## config.mk

```make
export PLATFORM = sky130hd
export DESIGN_NAME = imm_packer
export DESIGN_NICKNAME = d
export VERILOG_FILES = /design/src/rtl/imm_packer_pkg.sv /design/src/rtl/imm_field_pack.sv /design/src/rtl/imm_packer.sv
export SDC_FILE = /design/constraint.sdc
export NUM_CORES = 1
export LEC_CHECK = 0
export ABC_CLOCK_PERIOD_IN_PS = 2140
export CAP_MARGIN = 30
export CORE_MARGIN = 8
export CORE_UTILIZATION = 50
export DETAILED_ROUTE_END_ITERATION = 8
export PLACE_DENSITY = 0.77
export SYNTH_ARGS = -nofsm -noshare
export SYNTH_HDL_FRONTEND = slang
export SYNTH_SLANG_ARGS = --single-unit
```

## constraint.sdc

```tcl
create_clock -name clk -period 2.14 [get_ports clk]
set_input_delay 0.214 -clock clk [delete_from_list [all_inputs] [get_ports clk]]
set_output_delay 0.214 -clock clk [all_outputs]
set_load 0.05 [all_outputs]
```

## src/rtl/imm_packer_pkg.sv

```systemverilog
// Shared immediate-format codes and error codes.
// Used by both the immediate extender and the packer.
package imm_packer_pkg;

    typedef enum logic [2:0] {
        IMM_I        = 3'b000,
        IMM_S        = 3'b001,
        IMM_B        = 3'b010,
        IMM_J        = 3'b011,
        IMM_U        = 3'b100,
        IMM_SHAMT    = 3'b101,
        IMM_NONE     = 3'b110,
        IMM_NONE_ALT = 3'b111
    } imm_src_e;

    typedef enum logic [1:0] {
        ERR_OK    = 2'b00,
        ERR_RANGE = 2'b01,
        ERR_ALIGN = 2'b10
    } imm_err_e;

    typedef struct packed {
        imm_src_e    src;
        logic [31:0] imm;
        logic [31:0] tmpl;
    } beat_t;

    typedef struct packed {
        beat_t    beat;
        imm_err_e err;
    } chk_beat_t;

    // True when v is representable as an nbits-wide signed value.
    function automatic logic fits_signed(
        input logic [31:0] v,
        input int unsigned nbits
    );
        logic signed [31:0] sh;
        sh = $signed(v) >>> (nbits - 1);
        return (sh == 32'sd0) || (sh == -32'sd1);
    endfunction

endpackage

```

## src/rtl/imm_field_pack.sv

```systemverilog
// Scatters immediate bits into an instruction template.
// Purely combinational; the type's fields are cleared first.
module imm_field_pack
    import imm_packer_pkg::*;
(
    input  imm_src_e    src_i,
    input  logic [31:0] imm_i,
    input  logic [31:0] tmpl_i,
    output logic [31:0] insn_o
);

    logic [31:0] mask;
    logic [31:0] bits;

    // Select the field mask and the scattered immediate per type.
    always_comb begin
        mask = '0;
        bits = '0;
        unique case (src_i)
            IMM_I: begin
                mask = 32'hFFF0_0000;
                bits = {imm_i[11:0], 20'b0};
            end
            IMM_S: begin
                mask = 32'hFE00_0F80;
                bits = {imm_i[11:5], 13'b0, imm_i[4:0], 7'b0};
            end
            IMM_B: begin
                mask = 32'hFE00_0F80;
                bits = {imm_i[12], imm_i[10:5], 13'b0,
                        imm_i[4:1], imm_i[11], 7'b0};
            end
            IMM_J: begin
                mask = 32'hFFFF_F000;
                bits = {imm_i[20], imm_i[10:1], imm_i[11],
                        imm_i[19:12], 12'b0};
            end
            IMM_U: begin
                mask = 32'hFFFF_F000;
                bits = {imm_i[31:12], 12'b0};
            end
            IMM_SHAMT: begin
                // funct7 in [31:25] stays from the template (SRAI)
                mask = 32'h01F0_0000;
                bits = {7'b0, imm_i[4:0], 20'b0};
            end
            IMM_NONE, IMM_NONE_ALT: begin
                mask = '0;
                bits = '0;
            end
        endcase
        insn_o = (tmpl_i & ~mask) | bits;
    end

endmodule

```

## src/rtl/imm_packer.sv

```systemverilog
// Immediate packer: stage 1 checks range/alignment,
// stage 2 packs; errored beats pass the template through.
module imm_packer
    import imm_packer_pkg::*;
#(
    parameter int ERRCNT_W = 16
) (
    input  logic                clk,
    input  logic                resetn,
    input  logic                in_valid,
    output logic                in_ready,
    input  logic [2:0]          in_immSrc,
    input  logic [31:0]         in_imm,
    input  logic [31:0]         in_template,
    output logic                out_valid,
    input  logic                out_ready,
    output logic [31:0]         out_insn,
    output logic [1:0]          out_err,
    output logic [ERRCNT_W-1:0] err_count
);

    logic                s1_valid_q, s1_valid_d;
    beat_t               s1_q, s1_d;
    logic                s2_valid_q, s2_valid_d;
    chk_beat_t           s2_q, s2_d;
    logic [ERRCNT_W-1:0] err_cnt_q, err_cnt_d;

    logic        s2_advance;
    imm_err_e    chk_err;
    logic [31:0] packed_insn;

    assign s2_advance = !s2_valid_q || out_ready;
    assign in_ready   = !s1_valid_q || s2_advance;

    // Range and alignment check on the stage-1 beat.
    always_comb begin
        chk_err = ERR_OK;
        unique case (s1_q.src)
            IMM_I, IMM_S: begin
                if (!fits_signed(s1_q.imm, 12)) chk_err = ERR_RANGE;
            end
            IMM_B: begin
                if (s1_q.imm[0])                     chk_err = ERR_ALIGN;
                else if (!fits_signed(s1_q.imm, 13)) chk_err = ERR_RANGE;
            end
            IMM_J: begin
                if (s1_q.imm[0])                     chk_err = ERR_ALIGN;
                else if (!fits_signed(s1_q.imm, 21)) chk_err = ERR_RANGE;
            end
            IMM_U: begin
                if (s1_q.imm[11:0] != 12'd0) chk_err = ERR_RANGE;
            end
            IMM_SHAMT: begin
                if (|s1_q.imm[31:5]) chk_err = ERR_RANGE;
            end
            IMM_NONE, IMM_NONE_ALT: chk_err = ERR_OK;
        endcase
    end

    // Pipeline next-state: load on handshake, advance when free.
    always_comb begin
        s1_valid_d = s1_valid_q;
        s1_d       = s1_q;
        s2_valid_d = s2_valid_q;
        s2_d       = s2_q;
        err_cnt_d  = err_cnt_q;
        if (in_ready) begin
            s1_valid_d = in_valid;
            if (in_valid) begin
                s1_d.src  = imm_src_e'(in_immSrc);
                s1_d.imm  = in_imm;
                s1_d.tmpl = in_template;
            end
        end
        if (s2_advance) begin
            s2_valid_d = s1_valid_q;
            if (s1_valid_q) begin
                s2_d.beat = s1_q;
                s2_d.err  = chk_err;
            end
        end
        if (s2_valid_q && out_ready && (s2_q.err != ERR_OK)
            && (err_cnt_q != '1)) begin
            err_cnt_d = err_cnt_q + 1'b1;
        end
    end

    // State registers with asynchronous clear.
    always_ff @(posedge clk or negedge resetn) begin
        if (!resetn) begin
            s1_valid_q <= 1'b0;
            s1_q       <= '0;
            s2_valid_q <= 1'b0;
            s2_q       <= '0;
            err_cnt_q  <= '0;
        end else begin
            s1_valid_q <= s1_valid_d;
            s1_q       <= s1_d;
            s2_valid_q <= s2_valid_d;
            s2_q       <= s2_d;
            err_cnt_q  <= err_cnt_d;
        end
    end

    imm_field_pack u_pack (
        .src_i  (s2_q.beat.src),
        .imm_i  (s2_q.beat.imm),
        .tmpl_i (s2_q.beat.tmpl),
        .insn_o (packed_insn)
    );

    assign out_valid = s2_valid_q;
    assign out_err   = s2_q.err;
    assign out_insn  = (s2_q.err != ERR_OK) ? s2_q.beat.tmpl
                                            : packed_insn;
    assign err_count = err_cnt_q;

endmodule

```

==> run summary <==
Cell variety after synth = 53
Worst Path Max Fanout = 8
Fmax = 451 MHz
Slew Limit Headroom = 62.3%
Clock latency on the worst-skew pair = 0.41 ns
Peak VDD IR = 0.676 mV
Ys Warns = 0
Power per cell area = 1190 nW/um^2
RSZ-0062 raised after global routing = yes
MaxCap Viol Count = 0
Largest family of logic cells by synthesized area = multiplexers
DRT iter0 DRCs = 292
Initial Util = 51.2%
First-pass GRT wire length = 25500 um
Post-placement cell count = 785
Htree depth = 4
Crit path capture = out_insn[15]
Yosys reg bits = 154
Adder-Cell Fraction of Synth Area = 0.184%
Total grt overflow = 0
Syn Nets = 572
Post-Layout Cell Count = 828
Longest Clk Path Bufs = 2
Complex-gate fraction of the synthesized area = 5.74%
Reg2reg path depth = 6
Total Routing Usage GR = 18.2%
CTS sink cnt = 154
Synth area leader = dfrtp_1
RR Startpoint = err_count[0]
CTS Root Cell = clkbuf_16
Multi-input gate area = 2860 um^2
Final-report hold violation count = 0
Required @ worst endpoint = 1.93 ns
Min-Delay Path Class = input pin to async pin
Setup violations, final = 11
Gpl congestion = 0.883
Die H = 132 um
Most frequent cell after synthesis = dfrtp_1
Most used DFF post-synth = dfrtp_1
Synth cell count leaders = dfrtp_1, mux2_2, nand2_1
Die width = 132 um
Top post-synthesis cells by area = dfrtp_1, mux2_2, buf_4
Area Overhead vs Synth = 35.0%
Multiplexer share of the synthesized area = 25.1%
Syn Inst Count = 500
Mean Syn Cell Area = 13.6 um^2
Crit share post-route = 104%
Post-Synth Simple-Gate Area = 7.08%
Post-DR wirelength/cell = 19.1 um
Crit end category = output port
Startpoint Class = flip-flop
Sequential share of the synthesized area = 56.8%
Final Util = 69.2%
Final setup margin = -0.0777 ns
Worst r2r dst = err_count[8]
Clock transition at path regs = 0.06 ns
Critical path class = flip-flop to output port
Skew final = 0.00507 ns
Fraction of registers with async set/reset = 100%
Initial antenna violation count = 0
Reg area = 3860 um^2
Routed Antenna Nets = 0
Final TNS setup = -0.726 ns
I/O Pins = 123
IO Port Bufs = 122
Number of inserted diodes = 0
CTS Buf Count = 17
R2r setup slk = 0.30 ns
CTS tree = yes
Slew @ Worst Pin = 0.566 ns
Vias in the first global route = 4960
Critical path origin = s2_q[66]
Hold WS = 0.337 ns
Nets = 711
DR vias = 4522
Residual DRC = 0
Post-Syn Area = 6780 um^2
Fillers = 951
Full die area = 17500 um^2
Synth Area in XOR/XNOR = 2.18%
Status = complete, but fails checks
Cell Area, Placed = 8370 um^2
Finished Cell Area = 9160 um^2
First-pass DRT Iterations = 4
Rows = 42
Violated checks = negative setup slack
Number of synthesized flops with an enable pin = 0
Share of the synthesized area in the top cell type = 56.8%
Layout cells sized above 1 = 41.1%
Lkg Pwr = 3.91 nW
Vias per inst = 5.46
Largest net degree at the start of global routing = 62
Crit path time final = 2.22 ns
Slew Limit Fails = 0
WL final = 15800 um
Arr. time, crit path = 2.00 ns
Core Box Area = 13200 um^2
Post-DP HPWL = 11300 um
[flip-flops by register name, summed over array words and instances, names as in the netlist]
| signal | flops |
|---|---|
| s1_q | 67 |
| s2_q | 67 |
| err_count | 16 |
| out_err | 2 |
| out_valid | 1 |
| s1_valid_q | 1 |
[power by group]
part | internal (W) | leakage (nW) | switching (W)
Sequential | 0.00350 | 1.81 | 0.000533
Clock | 0.00179 | 0.290 | 0.00109
Combinational | 0.00181 | 1.80 | 0.00213
[kinds of logic after synthesis]
family          Yosys count
compound gates           59
xor+xnor                 16
fa+ha+maj                 1
buf+inv                  35
flops                   154
mux                     152
simple gates             83
[how the worst min path moves through the flow]
stage            from           end  slack [ns]  depth (start not counted)
6_report       resetn       s1_q[4]        0.34                          2
5_1_grt        resetn       s1_q[4]        0.38                          2
4_1_cts        resetn       s1_q[4]        0.35                          2
3_5_place_dp   resetn       s1_q[4]        0.23                          1
3_3_place_gp   resetn       s1_q[4]        0.22                          1
2_1_floorplan  resetn  err_count[0]       -0.08                          0
[per-layer routing]
| layer | share of wire [%] | GRT usage (%) | vias up |
|---|---|---|---|
| met5 | 0 | 0 | - |
| met4 | 1.9 | 7.82 | 0 |
| met3 | 4.7 | 5.37 | 21 |
| met2 | 50 | 30.0 | 107 |
| met1 | 43 | 21.8 | 2305 |
| li1 | - | - | 2089 |
[area by class of cell]
class,instances,area share (%)
inverter,4,0.164
sequential,154,42.1
clock buffer,23,5.22
clock inverter,9,1.04
multi-input combinational,311,31.2
timing repair buffer,151,17.8
tap,176,2.40
[critical path: stages, from the launching register on]
cell	delay [ns]
dfrtp_2	0.45
buf_4	0.15
and3_4	0.16
a21o_1	0.18
nand2_4	0.15
mux2_4	0.33
buf_12	0.15
[metrics by stage]
| stage | power (W) | setup slack (ns) |
|---|---|---|
| final | 0.0109 | -0.0777 |
| after global routing | 0.0113 | -0.170 |
| after CTS | 0.0108 | -0.0392 |
| after detailed placement | 0.00775 | 0.233 |
| after global placement | 0.00761 | 0.271 |
| after floorplan | 0.00630 | 0.00206 |
[timing repair]
item | in CTS | in global routing
endpoints found under the setup margin | 20 | 23
buffers inserted | 7 | 3
pin swaps | 3 | 2
resized for setup | 26 | 13
hold endpoints to repair | 56 | 0
hold buffers | 1 | 0
[cell usage in the layout, fill, tap and decap left out, drive strengths merged, types with 7 or more instances in the layout]
cell / netlist / final
dfrtp: 154 / 154
mux2: 146 / 146
clkdlybuf4s50: 0 / 95
buf: 27 / 55
clkbuf: 4 / 23
nand2: 22 / 22
nor2: 19 / 19
a21oi: 17 / 17
o22ai: 13 / 13
xor2: 10 / 10
o21ai: 10 / 10
nor4: 7 / 7
clkinv: 0 / 7
Power figures use the tool's default switching activity.
